$ cat config.mk
export PLATFORM = sky130hd
export DESIGN_NAME = pwm_ctrl
export DESIGN_NICKNAME = d
export VERILOG_FILES = /design/src/rtl/pwm_ctrl_pkg.sv /design/src/rtl/pwm_presc.sv /design/src/rtl/pwm_ctrl.sv
export SDC_FILE = /design/constraint.sdc
export NUM_CORES = 1
export LEC_CHECK = 0
export BUFFER_PORTS_ARGS = -buffer_cell sky130_fd_sc_hd__buf_4
export CORE_MARGIN = 5
export CORE_UTILIZATION = 55
export CTS_BUF_LIST = sky130_fd_sc_hd__clkbuf_16
export CTS_CLUSTER_SIZE = 10
export DETAILED_ROUTE_END_ITERATION = 8
export PLACE_DENSITY = 0.83
export SLEW_MARGIN = 20
export SYNTH_ARGS = -nofsm -noshare
export SYNTH_HDL_FRONTEND = slang
export SYNTH_SLANG_ARGS = --single-unit
$ cat constraint.sdc
create_clock -name clk -period 2.1 [get_ports clk]
set_clock_uncertainty 0.1 [all_clocks]
set_input_delay 0.315 -clock clk [delete_from_list [all_inputs] [get_ports clk]]
set_output_delay 0.315 -clock clk [all_outputs]
set_load 0.05 [all_outputs]
$ cat src/rtl/pwm_ctrl_pkg.sv
// pwm_ctrl_pkg
// Shared definitions for the PWM sequencer: the sequencer state encoding,
// the default count width with its all-ones terminal count, and the default
// duty step and post-reset duty used by the top level.
package pwm_ctrl_pkg;

    typedef enum logic [1:0] {
        ST_IDLE  = 2'd0,
        ST_RUN   = 2'd1,
        ST_DRAIN = 2'd2
    } state_t;

    localparam int WIDTH_DEF    = 10;
    localparam int CNT_MAX      = (1 << WIDTH_DEF) - 1;
    localparam int STEP_DEF     = 16;
    localparam int DUTY_RST_DEF = 512;

endpackage

$ cat src/rtl/pwm_presc.sv
// pwm_presc
// Prescaler tick generator. Counts 0..PRESCALE-1 while enabled and flags a
// tick on the last value; clr holds the count at 0.
// Ports:
//   clk   in  system clock
//   reset in  synchronous active-high reset
//   clr   in  hold the prescaler at 0
//   en    in  advance the prescaler
//   tick  out high while enabled and the prescaler sits on PRESCALE-1
module pwm_presc #(
    parameter int PRESCALE = 4
) (
    input  logic clk,
    input  logic reset,
    input  logic clr,
    input  logic en,
    output logic tick
);

    // A one-bit counter is kept even for PRESCALE = 1 so the vector is legal.
    localparam int PW = (PRESCALE > 1) ? $clog2(PRESCALE) : 1;
    localparam logic [PW-1:0] LAST = PW'(PRESCALE - 1);

    logic [PW-1:0] presc_r;
    logic [PW-1:0] presc_s;

    assign tick = en && !clr && (presc_r == LAST);

    // Next prescaler value: clear, wrap on the last value, or step.
    always_comb begin
        presc_s = presc_r;
        if (clr) begin
            presc_s = {PW{1'b0}};
        end else if (en) begin
            if (presc_r == LAST) begin
                presc_s = {PW{1'b0}};
            end else begin
                presc_s = presc_r + PW'(1);
            end
        end else begin
            presc_s = presc_r;
        end
    end

    // Prescaler register.
    always_ff @(posedge clk) begin
        if (reset) begin
            presc_r <= {PW{1'b0}};
        end else begin
            presc_r <= presc_s;
        end
    end

endmodule

$ cat src/rtl/pwm_ctrl.sv
// pwm_ctrl
// Sequencer for the registered PWM comparator: produces the sawtooth count
// (comparator n1) and the committed duty (comparator n2). Duty edits from
// inc/dec pulses or a parallel load land in a shadow register and are
// committed only at a period wrap, so every period is clean. Stopping always
// finishes the current period first.
// Ports:
//   clk, reset         clock and synchronous active-high reset
//   en                 1 = run, 0 = stop after the current period
//   inc, dec           single-cycle duty step pulses
//   load_valid         duty load offered, load_duty = value
//   load_ready         load accepted this cycle when high
//   cnt                sawtooth count
//   duty               committed duty (0 while idle)
//   period_end         one-cycle pulse on the cycle cnt wraps to 0
//   run                high while counting (RUN and DRAIN)
module pwm_ctrl
    import pwm_ctrl_pkg::*;
#(
    parameter int WIDTH    = WIDTH_DEF,
    parameter int PRESCALE = 4,
    parameter int STEP     = STEP_DEF,
    parameter int DUTY_RST = DUTY_RST_DEF
) (
    input  logic             clk,
    input  logic             reset,
    input  logic             en,
    input  logic             inc,
    input  logic             dec,
    input  logic             load_valid,
    input  logic [WIDTH-1:0] load_duty,
    output logic             load_ready,
    output logic [WIDTH-1:0] cnt,
    output logic [WIDTH-1:0] duty,
    output logic             period_end,
    output logic             run
);

    localparam logic [WIDTH-1:0] CNT_TOP    = {WIDTH{1'b1}};
    localparam logic [WIDTH-1:0] CNT_ZERO   = {WIDTH{1'b0}};
    localparam logic [WIDTH-1:0] DUTY_RST_W = WIDTH'(DUTY_RST);
    localparam logic [WIDTH:0]   STEP_W     = (WIDTH + 1)'(STEP);

    // Saturating step up, evaluated one bit wider so it never wraps.
    function automatic logic [WIDTH-1:0] sat_up(input logic [WIDTH-1:0] v);
        logic [WIDTH:0] sum_s;
        sum_s = {1'b0, v} + STEP_W;
        if (sum_s > {1'b0, CNT_TOP}) begin
            return CNT_TOP;
        end else begin
            return sum_s[WIDTH-1:0];
        end
    endfunction

    // Saturating step down; the extra top bit is the borrow.
    function automatic logic [WIDTH-1:0] sat_dn(input logic [WIDTH-1:0] v);
        logic [WIDTH:0] diff_s;
        diff_s = {1'b0, v} - STEP_W;
        if (diff_s[WIDTH]) begin
            return CNT_ZERO;
        end else begin
            return diff_s[WIDTH-1:0];
        end
    endfunction

    state_t           state_r, state_s;
    logic [WIDTH-1:0] cnt_r, cnt_s;
    logic [WIDTH-1:0] duty_r, duty_s;
    logic [WIDTH-1:0] committed_r, committed_s;
    logic [WIDTH-1:0] shadow_r, shadow_s;
    logic             load_pend_r, load_pend_s;
    logic             period_end_r, period_end_s;
    logic             run_r, run_s;
    logic             load_ready_r, load_ready_s;
    logic             tick_s;
    logic             wrap_s;
    logic             accept_s;
    logic             idle_stay_s;

    pwm_presc #(
        .PRESCALE (PRESCALE)
    ) u_presc (
        .clk   (clk),
        .reset (reset),
        .clr   (state_r == ST_IDLE),
        .en    (state_r != ST_IDLE),
        .tick  (tick_s)
    );

    assign wrap_s   = tick_s && (cnt_r == CNT_TOP);
    assign accept_s = load_valid && load_ready_r;

    // Sequencer next state, count and commit.
    always_comb begin
        state_s      = state_r;
        cnt_s        = cnt_r;
        committed_s  = committed_r;
        load_pend_s  = load_pend_r;
        period_end_s = 1'b0;
        case (state_r)
            ST_IDLE: begin
                // Idle edits reach the committed duty one cycle later.
                committed_s = shadow_r;
                load_pend_s = 1'b0;
                if (en) begin
                    state_s = ST_RUN;
                    cnt_s   = CNT_ZERO;
                end else begin
                    state_s = ST_IDLE;
                    cnt_s   = CNT_TOP;
                end
            end
            ST_RUN, ST_DRAIN: begin
                cnt_s = tick_s ? (cnt_r + WIDTH'(1)) : cnt_r;
                if (wrap_s) begin
                    period_end_s = 1'b1;
                    committed_s  = shadow_r;
                end else begin
                    committed_s = committed_r;
                end
                if (wrap_s && !en && (state_r == ST_DRAIN)) begin
                    state_s     = ST_IDLE;
                    load_pend_s = 1'b0;
                end else begin
                    state_s     = en ? ST_RUN : ST_DRAIN;
                    // A load taken on the wrap cycle belongs to the next
                    // period, so setting wins over the wrap clear.
                    load_pend_s = accept_s || (load_pend_r && !wrap_s);
                end
            end
            default: begin
                state_s     = ST_IDLE;
                cnt_s       = CNT_TOP;
                load_pend_s = 1'b0;
            end
        endcase
    end

    // Shadow duty update and registered output values.
    always_comb begin
        shadow_s = shadow_r;
        if (accept_s) begin
            shadow_s = load_duty;
        end else if (load_pend_r) begin
            shadow_s = shadow_r;
        end else if (inc && !dec) begin
            shadow_s = sat_up(shadow_r);
        end else if (dec && !inc) begin
            shadow_s = sat_dn(shadow_r);
        end else begin
            shadow_s = shadow_r;
        end
        // The cycle after a drain wrap still shows cnt = 0 with run high;
        // outputs drop only once the sequencer has settled in IDLE.
        idle_stay_s  = (state_r == ST_IDLE) && (state_s == ST_IDLE);
        duty_s       = idle_stay_s ? CNT_ZERO : committed_s;
        run_s        = !idle_stay_s;
        load_ready_s = !load_pend_s;
    end

    // State, datapath and output registers.
    always_ff @(posedge clk) begin
        if (reset) begin
            state_r      <= ST_IDLE;
            cnt_r        <= CNT_TOP;
            duty_r       <= CNT_ZERO;
            committed_r  <= DUTY_RST_W;
            shadow_r     <= DUTY_RST_W;
            load_pend_r  <= 1'b0;
            period_end_r <= 1'b0;
            run_r        <= 1'b0;
            load_ready_r <= 1'b1;
        end else begin
            state_r      <= state_s;
            cnt_r        <= cnt_s;
            duty_r       <= duty_s;
            committed_r  <= committed_s;
            shadow_r     <= shadow_s;
            load_pend_r  <= load_pend_s;
            period_end_r <= period_end_s;
            run_r        <= run_s;
            load_ready_r <= load_ready_s;
        end
    end

    assign cnt        = cnt_r;
    assign duty       = duty_r;
    assign period_end = period_end_r;
    assign run        = run_r;
    assign load_ready = load_ready_r;

endmodule

# After elaboration in Yosys (flattened, before gate mapping)
# Index checks and enable logic that the tools add are counted.
# op_classes
n_addsub	4
magnitude_cmp	1
n_eq_ne	6
muxes	19
n_bitwise	1
n_reduce_logical	27
# op_table
cell	count
$mux 10	9
$pmux 10 s2	2
$add 10x5->11 const B	1
$gt 11x10->1 const B	1
$sub 10x5->11 const B	1
$add 10x1->10 const B	1
$eq 10x10->1 const B	1
$logic_and 1x1->1	10
$reduce_or 2->1	4
$logic_not 1->1	7
$mux 2	3
$eq 2x2->1 const B	2
$logic_not 2->1	2
$mux 1	4
$pmux 2 s2	1
$reduce_bool 3->1	1
$add 2x1->2 const B	1
$eq 2x1->1 const B	1
$ne 2x1->1 const B	1
$ne 2x2->1 const B	1
$reduce_and 2->1	1
$reduce_bool 2->1	1
$logic_or 1x1->1	1
$not 1->1	1
# word_totals
ff_bits	48
inputBits	16
output_inout_bits	23
wordCells	68

# Logic depth before layout (Yosys ltp)
# logic_depth
word_depth	12
ltp_mapped	8
depth_no_buf	6

# Cells and area by module
# A second synthesis with hierarchy kept.
# hier_totals
cells_unflattened	318
area_unflattened_um2	2595.0
# modules_own_cells
mod	instances	cells_each	area_each_um2	seq_area_each_um2
pwm_ctrl	1	309	2491.1	920.9
pwm_presc	1	9	103.8	40.0

# Worst setup path after synthesis
# OpenSTA, ideal clock, no wires.
# synth_timing
kind	register to register
startpoint	reg cnt_r[0], in the netlist cnt[0]
endpoint	reg load_pend_r
setup_ns	0.115
t_arrival_ns	1.707
t_required_ns	1.885
path_slack_ns	0.179
path_stages_with_launch	6
path_buffers	0
synth_period_minus_slack_ns	1.921
path_cell_list	dfxtp_1 ha_1 and4b_1 nand4_1 and2_1 o21a_1
# synth_via
elab_chain_len	7
elab_cells_between_ends	9
classes_between	eq/ne: 1; mux: 2; reduce/logical: 6
# synth_rtl
element	line	rtl
from (decl)	pwm_ctrl.sv:67	logic [WIDTH-1:0] cnt_r, cnt_s;
from (signal assigned)	pwm_ctrl.sv:175	cnt_r <= cnt_s;
$eq 10x10->1 *	pwm_ctrl.sv:90	assign wrap_s = tick_s && (cnt_r == CNT_TOP);
$logic_and 1x1->1 *	pwm_ctrl.sv:90	
$logic_not 1->1	pwm_ctrl.sv:128	load_pend_s = accept_s || (load_pend_r && !wrap_s);
$logic_and 1x1->1	pwm_ctrl.sv:128	
$logic_or 1x1->1	pwm_ctrl.sv:128	
$mux 1 *	pwm_ctrl.sv:121	if (wrap_s && !en && (state_r == ST_DRAIN)) begin
$mux 1 *	pwm_ctrl.sv:100	case (state_r)
to (signal assigned)	pwm_ctrl.sv:179	load_pend_r <= load_pend_s;
to (decl)	pwm_ctrl.sv:71	logic load_pend_r, load_pend_s;
# Every way passes the cells marked *; elsewhere a longest branch is shown, timed or not.
# A chain may end at the register's enable or synchronous reset.

# Final worst setup path
# layout_timing
startpoint	reg state_r[0]
endpoint	reg state_r[1]
# layout_via
elab_chain_len	9
elab_cells_between_ends	13
classes_between	eq/ne: 2; mux: 2; reduce/logical: 9
# layout_rtl
element	line	rtl
from (decl)	pwm_ctrl.sv:66	state_t state_r, state_s;
from (signal assigned)	pwm_ctrl.sv:174	state_r <= state_s;
$logic_not 2->1	pwm_ctrl.sv:85, pwm_ctrl.sv:100	
$logic_not 1->1	pwm_presc.sv:27	assign tick = en && !clr && (presc_r == LAST);
$logic_and 1x1->1 (2 in series)	pwm_presc.sv:27	
$logic_and 1x1->1	pwm_ctrl.sv:90	
$logic_and 1x1->1 (2 in series)	pwm_ctrl.sv:121	
$mux 2	pwm_ctrl.sv:121	
$pmux 2 s2 *	pwm_ctrl.sv:100	
# Marked as above.

==> qor.yml <==
postCtsSetupBuffers: 0
final_max_slew_viol_count: 0
drt-total-wl_um: 7409
crit_chain: "inv_1, ha_1, and4b_1, nand4_1, buf_4, inv_1, a2111oi_1"
critPathMostFrequentCell: "inv_1"
fmax_mhz: 511.1
dp_slack_ps: 140.7
async_reset_ff_share_pct: 0
synth_area_per_cell_um2: 8.180
coreArea_um2: 5042
final_cell_mix: "buf_4, dfxtp_1, nand2_1"
met3_usage_pct: 5.373
boundaryPins: 39
maxCapViolations: 0
hold_class: "input pin to flip-flop"
met1_usage_pct: 30.79
clockBufferDepth: 2
gr-usage-all-layers_pct: 22.94
grt_max_degree: 19
worst_slew_pin_slew_ps: 558.8
criticalPathCategory: "flip-flop to flip-flop"
rsz0062_at_grt: "false"
htree_levels: 2
die_height_um: 81.53
leakage_uw: 0.001370
end_kind: "flip-flop"
cp_num_buf_inv: 3
yosysSeqAreaShare_pct: 34.15
cts_tree: "done"
syn2layout_area_growth_pct: 17.92
use_met2_pct: 36.64
via_count: 2826
die-area_um2: 6647
cpMaxStageDelayCell: "a2111oi_1"
antenna_cells: 0
dr.pass1.iters: 5
yosysTopAreaCell: "dfxtp_1"
synth-main-ff-cell: "dfxtp_1"
initial_core_util_pct: 55.81
first_iter_violations: 327
drc: 0
holdWs_ps: 147.4
drive_gt1_share_pct: 19.63
insertion_delay_ps: 280
vias_per_cell: 6.322
die_w_um: 81.53
synth_edf_count: 0
synthesis.area_um2: 2814
setup_viol: 0
rows: 26
grt_pass1_wl_um: 12130
hpwl_um: 5262
detail_route.wl_per_cell_um: 16.57
gr-total-overflow: 0
synth_top_area_share_pct: 34.15
finalWeightedCongestion: 0.9428
crit_required_ps: 2160
ys_seq_elements: 48
layout_commonest_cell: "buf_4"
critPathArrivalTime_ps: 2020
status: "completed"
slew_headroom_pct: 62.67
fin_ws_ps: 143.5
period_minus_slack_ps: 1956
cp_max_fo: 12
clk_pin_slew_ps: 60
synth_cell_type_count: 69
cp_slowest_stage_delay_ps: 400
syn_inst: 344
cts_inserted_buffers: 5
port_buffers: 38
cp_top_family: "compound AO/OA/AOI/OAI gates"
clock_sink_count: 48
powerDensity_nw_per_um2: 816.3
final_nets: 400
final_antenna_net_count: 0
synth_nets: 368
synth_warnings: 0
grt-busiest-layer: "met2"
synthTopCellsByArea: "dfxtp_1, nand2_1, a21oi_1, o21a_1, ha_1"
start_kind: "flip-flop"
cts-root-buf: "clkbuf_16"
antenna_found_initial: 0
vdd_drop_max_mv: 0.5091
finalHoldViolations: 0
grt_pass1_vias: 2614
tns_ps: 0
timing.final.crit_share_pct: 93.16
-- cells in the mapped netlist, types with 2 or more instances --
library cell and count:
nor4_1 3, clkbuf_1 11, a21o_1 5, buf_4 3
o21a_1 14, o21ai_1 5, xnor2_1 2, nor2_1 9
nand4_1 5, a211oi_1 2, ha_1 8, dfxtp_1 48
nor3_2 2, o32a_1 2, and3_1 13, o221ai_1 7
nor2_2 2, nand3_2 2, o31ai_1 2, o2bb2ai_1 2
nand3_1 19, a32oi_1 9, nand2_1 43, o21ai_0 14
a221oi_1 2, or3_1 2, a31oi_1 6, buf_2 11
inv_1 10, or2_1 2, nand2b_1 2, nor2b_1 4
o21bai_1 2, nor3b_2 2, o311ai_1 2, nor3_1 6
nand4b_1 2, a21oi_1 25, and2_1 4
-- flip-flops by register name, indices dropped and copies added (netlist names) --
| register | count |
|---|---|
| state_r | 2 |
| u_presc.presc_r | 2 |
| cnt | 10 |
| load_pend_r | 1 |
| period_end | 1 |
| load_ready | 1 |
| committed_r | 10 |
| shadow_r | 10 |
| run | 1 |
| duty | 10 |
-- kinds of logic after synthesis --
| group | Yosys count | share of synthesized area [%] |
|---|---|---|
| xor+xnor | 3 | 0.9339 |
| flops | 48 | 34.15 |
| simple gates | 131 | 25.39 |
| compound gates | 115 | 29.12 |
| buf+inv | 37 | 6.091 |
| fa+ha+maj | 8 | 3.557 |
| mux | 2 | 0.7559 |
-- metal layers --
layer | vias to the layer above | share of wire (%)
li1 | 1349 | -
met1 | 1332 | 46
met2 | 134 | 45
met3 | 11 | 8.2
met4 | 0 | 1.1
met5 | - | 0
-- worst register-to-register path, stage by stage, from the launching register on --
cell and delay [ps]:
dfxtp_1 310, inv_1 80, ha_1 320, and4b_1 250
nand4_1 110, buf_4 210, inv_1 60, a2111oi_1 400
-- through the flow --
stage | power [uW] | utilization [%] | area (um2) | cells
floorplan | 1628 | - | 2814 | 344
global placement | 1816 | 62.56 | 3154 | 439
detailed placement | 1830 | 62.56 | 3154 | 439
CTS | 2701 | 65.78 | 3317 | 447
global route | 2815 | 65.81 | 3318 | 447
finish | 2709 | 65.81 | 3318 | 447
-- power by group --
group / leakage [uW] / switching, uW / internal, uW / total [uW]
registers: 0.000396 / 102 / 992 / 1090
clock network: 0.0000789 / 328 / 553 / 881
logic: 0.000895 / 455 / 278 / 733
-- final cells by class --
type	instances	area [um2]
Clock inverter	3	37.54
Tap cell	70	87.58
Inverter	11	41.29
Multi-Input combinational cell	259	1682
Clock buffer	5	125.1
Timing Repair Buffer	51	382.9
Sequential cell	48	962.2
Fill cell	417	1724
-- repair_timing --
action	in CTS	in global routing
endpoints found under the setup margin	0	2
gates resized for setup	0	1
hold buffers	0	0
-- worst paths after layout --
check,startpoint,end,slack [ps],depth (start not counted)
setup / recovery,state_r[0],state_r[1],140,7
hold / removal,en,state_r[1],150,2
setup reg to reg,state_r[0],state_r[1],140,7
hold reg to reg,u_presc.presc_r[0],u_presc.presc_r[0],330,1
Note: power is estimated with default switching activity, not from simulation.
